$ cat src/rtl/id_ex_stage.sv
// ID/EX pipeline register with operand forwarding, stall/flush handling
// and a saturating bubble counter.
module id_ex_stage #(
   parameter int unsigned DATA_W = 64,
   parameter int unsigned CNT_W  = 16
) (
   input  logic              clk,
   input  logic              reset,
   input  logic              stall,
   input  logic              flush,
   input  logic              in_valid,
   input  logic [4:0]        in_rn,
   input  logic [4:0]        in_rm,
   input  logic [4:0]        in_rd,
   input  logic [DATA_W-1:0] in_rd1,
   input  logic [DATA_W-1:0] in_rd2,
   input  logic [DATA_W-1:0] in_imm,
   input  logic              in_use_imm,
   input  logic              in_reg_write,
   input  logic              ex_fwd_valid,
   input  logic [4:0]        ex_fwd_rd,
   input  logic [DATA_W-1:0] ex_fwd_data,
   input  logic              wb_fwd_valid,
   input  logic [4:0]        wb_fwd_rd,
   input  logic [DATA_W-1:0] wb_fwd_data,
   output logic              out_valid,
   output logic [DATA_W-1:0] out_opa,
   output logic [DATA_W-1:0] out_opb,
   output logic [DATA_W-1:0] out_store,
   output logic [4:0]        out_rd,
   output logic              out_reg_write,
   output logic [CNT_W-1:0]  bubble_cnt
);

   localparam logic [4:0] ZERO_REG = 5'd31;

   typedef enum logic {EMPTY = 1'b0, FULL = 1'b1} stateT;

   stateT             state;
   stateT             stateNxt;
   logic [DATA_W-1:0] srcA;
   logic [DATA_W-1:0] srcB;
   logic [4:0]        rnQ;
   logic [4:0]        rmQ;
   logic              useImmQ;
   logic              incBubble;
   logic              wbHit;

   // Register 31 reads as zero and is never a forwarding source; EX beats WB.
   function automatic logic [DATA_W-1:0] resolve(
      input logic [4:0]        r,
      input logic [DATA_W-1:0] rf,
      input logic              exV,
      input logic [4:0]        exR,
      input logic [DATA_W-1:0] exD,
      input logic              wbV,
      input logic [4:0]        wbR,
      input logic [DATA_W-1:0] wbD
   );
      logic [DATA_W-1:0] res;
      if (r == ZERO_REG)             res = '0;
      else if (exV && (exR == r))    res = exD;
      else if (wbV && (wbR == r))    res = wbD;
      else                           res = rf;
      return res;
   endfunction

   always_comb begin
      srcA = resolve(in_rn, in_rd1, ex_fwd_valid, ex_fwd_rd, ex_fwd_data,
                     wb_fwd_valid, wb_fwd_rd, wb_fwd_data);
      srcB = resolve(in_rm, in_rd2, ex_fwd_valid, ex_fwd_rd, ex_fwd_data,
                     wb_fwd_valid, wb_fwd_rd, wb_fwd_data);
   end

   always_ff @(posedge clk or negedge reset) begin
      if (!reset) state <= EMPTY;
      else        state <= stateNxt;
   end

   always_comb begin
      stateNxt = state;
      if (flush)       stateNxt = EMPTY;
      else if (!stall) stateNxt = in_valid ? FULL : EMPTY;
   end

   assign out_valid = (state == FULL);

   // A held entry keeps absorbing the WB result, since the regfile it read is now stale.
   assign wbHit = (state == FULL) && wb_fwd_valid && (wb_fwd_rd != ZERO_REG);

   always_ff @(posedge clk or negedge reset) begin
      if (!reset) begin
         out_opa       <= '0;
         out_opb       <= '0;
         out_store     <= '0;
         out_rd        <= '0;
         out_reg_write <= 1'b0;
         rnQ           <= '0;
         rmQ           <= '0;
         useImmQ       <= 1'b0;
      end else if (flush) begin
         out_opa       <= '0;
         out_opb       <= '0;
         out_store     <= '0;
         out_rd        <= '0;
         out_reg_write <= 1'b0;
         rnQ           <= '0;
         rmQ           <= '0;
         useImmQ       <= 1'b0;
      end else if (!stall) begin
         out_opa       <= srcA;
         out_store     <= srcB;
         out_opb       <= in_use_imm ? in_imm : srcB;
         out_rd        <= in_rd;
         out_reg_write <= in_valid && in_reg_write && (in_rd != ZERO_REG);
         rnQ           <= in_rn;
         rmQ           <= in_rm;
         useImmQ       <= in_use_imm;
      end else if (wbHit) begin
         if (wb_fwd_rd == rnQ) out_opa <= wb_fwd_data;
         if (wb_fwd_rd == rmQ) begin
            out_store <= wb_fwd_data;
            if (!useImmQ) out_opb <= wb_fwd_data;
         end
      end
   end

   assign incBubble = flush || (!stall && !in_valid);

   // Saturating bubble counter.
   always_ff @(posedge clk or negedge reset) begin
      if (!reset)                             bubble_cnt <= '0;
      else if (incBubble && (bubble_cnt != '1)) bubble_cnt <= bubble_cnt + CNT_W'(1);
   end

endmodule
$ cat config.mk
export PLATFORM = sky130hd
export DESIGN_NAME = id_ex_stage
export DESIGN_NICKNAME = d
export VERILOG_FILES = /design/src/rtl/id_ex_stage.sv
export SDC_FILE = /design/constraint.sdc
export NUM_CORES = 1
export LEC_CHECK = 0
export ABC_AREA = 0
export CORE_AREA = 2 2 223 225
export DETAILED_ROUTE_END_ITERATION = 10
export DIE_AREA = 0 0 225 227
export PLACE_DENSITY = 0.72
export SLEW_MARGIN = 20
export SYNTH_ARGS = -nofsm -noshare
export SYNTH_HDL_FRONTEND = slang
export SYNTH_SLANG_ARGS = --single-unit
$ cat constraint.sdc
create_clock -name clk -period 4.5 [get_ports clk]
set_input_delay 0.675 -clock clk [delete_from_list [all_inputs] [get_ports clk]]
set_output_delay 0.675 -clock clk [all_outputs]
set_load 0.05 [all_outputs]
# Word level (Yosys, flattened, before mapping)
# Index checks and enable logic that the tools add are counted.
# word_totals
register_bits	226
in_bits	354
output_inout_bits	215
elab_cells	76
# classes
addsub	1
eq_ne	16
muxes	33
n_reduce_logical	16
# ops
op	count
64-bit 2-to-1 mux	20
5-bit equality test	6
5-bit 2-to-1 mux	6
16-bit by 1-bit adder with 16-bit output (second input constant)	1
16-bit != test (second input constant)	1
5-bit equality test (second input constant)	2
1-bit logical AND	10
5-bit != test (second input constant)	2
3-bit by 1-bit != test with 1-bit output (second input constant)	3
1-bit 2-to-1 mux	7
2-bit AND reduction	2
3-bit != test (second input constant)	1
3-bit AND reduction	1
1-bit zero test	2
2-bit by 1-bit != test with 1-bit output (second input constant)	1
1-bit logical OR	1

# Logic depth before layout (Yosys ltp)
# depth
depth_word	8
depth_mapped	9

# Least setup slack after synthesis
# OpenSTA, ideal clock, no wires.
# synth_timing
path_kind	input-to-reg
start	input wb_fwd_rd[4]
end	register out_opa[10]
arrival_ns	2.263
required_time_ns	4.404
path_slack_ns	2.141
stages	9
n_path_buf	3
path_cell_list	buf_4 xor2_1 nor4_1 nand3_1 buf_6 buf_12 mux2i_1 a211o_1 a311oi_2
# synth_between
elab_chain_len	7
word_cells_on_any_way	13
classes_between	eq/ne (5); mux (5); reduce/logical (3)
# synth_lines
item	line_no	text
from (decl)	24	input logic [4:0] wb_fwd_rd,
5-bit equality test	63	else if (wbV && (wbR == r)) res = wbD;
1-bit logical AND	63	
64-bit 2-to-1 mux	63	
64-bit 2-to-1 mux	62	else if (exV && (exR == r)) res = exD;
64-bit 2-to-1 mux	61	if (r == ZERO_REG) res = '0;
64-bit 2-to-1 mux	110	end else if (!stall) begin
64-bit 2-to-1 mux	101	end else if (flush) begin
to (signal assigned)	111	out_opa <= srcA;
to (signal assigned)	120	if (wb_fwd_rd == rnQ) out_opa <= wb_fwd_data;
to (decl)	27	output logic [DATA_W-1:0] out_opa,
# Several ways; a longest one is shown, not always the timed one.
# A chain may end at the register's enable or synchronous reset.

# Final worst setup path
# layout_timing
start	input wb_fwd_rd[1]
end	register out_opb[8]
# layout_between
elab_chain_len	8
word_cells_on_any_way	14
classes_between	eq/ne (5); mux (6); reduce/logical (3)
# layout_lines
item	line_no	text
5-bit equality test	63	
1-bit logical AND	63	
64-bit 2-to-1 mux	63	
64-bit 2-to-1 mux	62	
64-bit 2-to-1 mux	61	
64-bit 2-to-1 mux	113	out_opb <= in_use_imm ? in_imm : srcB;
64-bit 2-to-1 mux	110	
64-bit 2-to-1 mux	101	
to (signal assigned)	113	
to (signal assigned)	123	if (!useImmQ) out_opb <= wb_fwd_data;
to (decl)	28	output logic [DATA_W-1:0] out_opb,
# Several ways; a longest one is shown, not always the timed one.

==> out/metrics.cfg <==
[pwr]
power_switching_mw = 2.40
power_mw = 6.72
leakagePower_nw = 9.28
comb_power_share_pct = 32.6
power.share.switching_pct = 35.8
p_int_mw = 4.32
ir_drop_mv = 0.225
clkPwrFrac_pct = 32.6
p_seq_share_pct = 34.7
power.density_nw_per_um2 = 304

[routing]
vias_per_cell = 6.00
drt_iter0_drc = 1431
wl_per_cell_um = 26.7
drt_pass1_iterations = 7
wl_met3_um = 7380
wl_met1_um = 27300
drc = 0
wl_um = 71500
vias = 16100
wl_met2_um = 33000
ant_nets = 0
highest_layer = met5

[flow_run]
maxCapViolCount = 0

[final_layout]
n_fill_cell = 4533
mostFrequentLayoutCells = 564 x clkdlybuf4s50_1, 226 x dfrtp_1, 218 x nor2_1
area_delta_synth_final_pct = 45.8
finalInstanceArea_sq_um = 22100
mostFrequentLayoutCell = clkdlybuf4s50_1
fin_util_pct = 45.5
multi_input_area_sq_um = 8710
stdcell_count = 2682
drive_above_1_share_pct = 10.9
num-nets-final = 2391
register_area_sq_um = 5660

[place]
dp_hpwl_um = 48100
gp_congestion = 0.924
io_buffers = 568
place_area_sq_um = 21200
dp_slack_ns = 0.801
dp_cells = 2629

[floorplanning]
die_area_sq_um = 51100
io_pins = 569
core-area_sq_um = 48500
start_util_pct = 31.2
die_x_um = 225
row_count = 81
die_h_um = 227

[global_routing]
grt_pass1_vias = 16600
grt_max_degree = 112
track_usage_pct = 26.8
globalRouteOverflowTotal = 0
grt_pass1_wl_um = 105000
antenna_found_initial = 9

[timing]
clock_skew_ns = 0.0286
hold_viol = 0
period_share_pct = 70.8
fmax_mhz = 314
final.setup.tns_ns = 0
setup_viol = 0
worst_slack_ns = 1.31
period_minus_slack_ns = 3.19
slew_headroom_pct = 24.2
worst_pin_slew_ns = 1.14
rsz0062_at_grt = false
final_max_slew_viol_count = 0
whs_ns = 0.215

[clock_network]
clkSlewWorstSetupHoldPaths_ns = 0.07
cts_buffers = 27
post-cts-setup-buffer-count = 0
cts_sinks = 226
cts_hold_buf = 0
cts_tree = yes
clock_latency_ns = 0.57
clockRootBuffer = clkbuf_16
htreeDepth = 1
ctsResizeCount = 0
clockBufferDepth = 3

[yosys]
synth_nets = 1920
synth_seq_cells = 226
seq_area_frac_synth_pct = 37.3
yosysTopAreaCellShare_pct = 37.3
synth_edf_count = 0
yosysTopAreaCell = dfrtp_1
synthArstFlopShare_pct = 100
ys.flop_type = dfrtp_1
synth_cells = 1565
mappedNetlistArea_sq_um = 15100
avgSynthCellArea_sq_um = 9.68
ys_top_cells_by_area = dfrtp_1 37%, a22o_1 7.3%, o21ai_0 6.0%, a311oi_2 5.9%, nor2_1 5.5%
synth_warnings = 0
synth_cell_type_count = 49

[setup_path]
r2r_slack_ns = 1.76
crit_type = primary input to flip-flop
start_kind = primary input
worstSetupEndpointType = flip-flop
max_stage_delay_ns = 0.82
crit_family = simple AND/OR/NAND/NOR gates
arrival_ns = 3.69
critPathRequiredTime_ns = 5.01
crit_slowest_cell = nor2_4
cp_max_fo = 34
r2r-end = out_opb[8]
r2r_cells = 7
cp_cell_sequence = clkdlybuf4s50_1 > and3_4 > a31oi_2 > nand3_2 > nor2_1 > nor2_4 > buf_4 > a22o_1
cp_num_buf_inv = 2
r2r-start = rmQ[2]

[min_path]
min_path_type = primary input to asynchronous set/reset pin

[run_status]
status = finished clean

==> power groups by stage <==
stage | clock network (mW) | logic [mW] | registers, mW
floorplan | 0 | 0.632 | 2.90
global placement | 0 | 2.15 | 2.36
detailed placement | 0 | 2.18 | 2.37
CTS | 2.23 | 2.18 | 2.33
global route | 2.30 | 2.29 | 2.35
finish | 2.19 | 2.19 | 2.34
==> Yosys cell counts (all sizes together), types with 2 or more instances <==
master and n:
nor2 224, dfrtp 226, a211oi 64, a31o 2, or2 2, nor4 3, and3 9, nand2 73
a221o 64, a311oi 64, o21a 64, mux2i 80, o21ai 192, a31oi 3, a211o 64, nand2b 64
nand4 7, xnor2 24, buf 84, nor3 4, nor2b 2, xor2 21, clkbuf 78, nand3 11
a22o 127
==> worst max-delay path by stage <==
stage	startpoint	slack, ns	to	depth (start not counted)
floorplan	wb_fwd_rd[4]	2.14	out_opa[10]	9
global placement	wb_fwd_rd[0]	0.84	out_opb[60]	8
detailed placement	wb_fwd_rd[4]	0.80	out_opb[0]	8
CTS	wb_fwd_rd[1]	1.39	out_opb[16]	8
global route	wb_fwd_rd[4]	1.29	out_opb[14]	8
finish	wb_fwd_rd[1]	1.31	out_opb[8]	8
==> registers in the layout, indices dropped and copies added (netlist names) <==
| register | count |
|---|---|
| out_rd | 5 |
| rmQ | 5 |
| out_reg_write | 1 |
| out_opb | 64 |
| bubble_cnt | 16 |
| useImmQ | 1 |
| rnQ | 5 |
| out_store | 64 |
| out_valid | 1 |
| out_opa | 64 |
==> final cells by class <==
cell class	instances	area share, %
well taps	622	3.52
repair buffers	604	27.5
diodes	6	0.0680
clock inverters	4	0.125
multi-input cells	1177	39.4
clock buffers	43	3.74
flip-flops and latches	226	25.6
==> cells by family after synthesis <==
kind of cell | share of synthesized area [%]
AOI/OAI and AO/OA | 36.7
xor gates and xnor gates | 2.60
adders and majority gates | 0.0826
buffers and inverters | 5.99
DFF | 37.3
muxes | 5.36
and+or+nand+nor | 11.9
==> routing by layer <==
layer | track usage, % | up-vias
li1 | - | 6848
met4 | 14.3 | 8
met5 | 0 | -
met1 | 32.7 | 7851
met3 | 6.94 | 264
met2 | 43.6 | 1117
(Power assumes the default switching activity.)
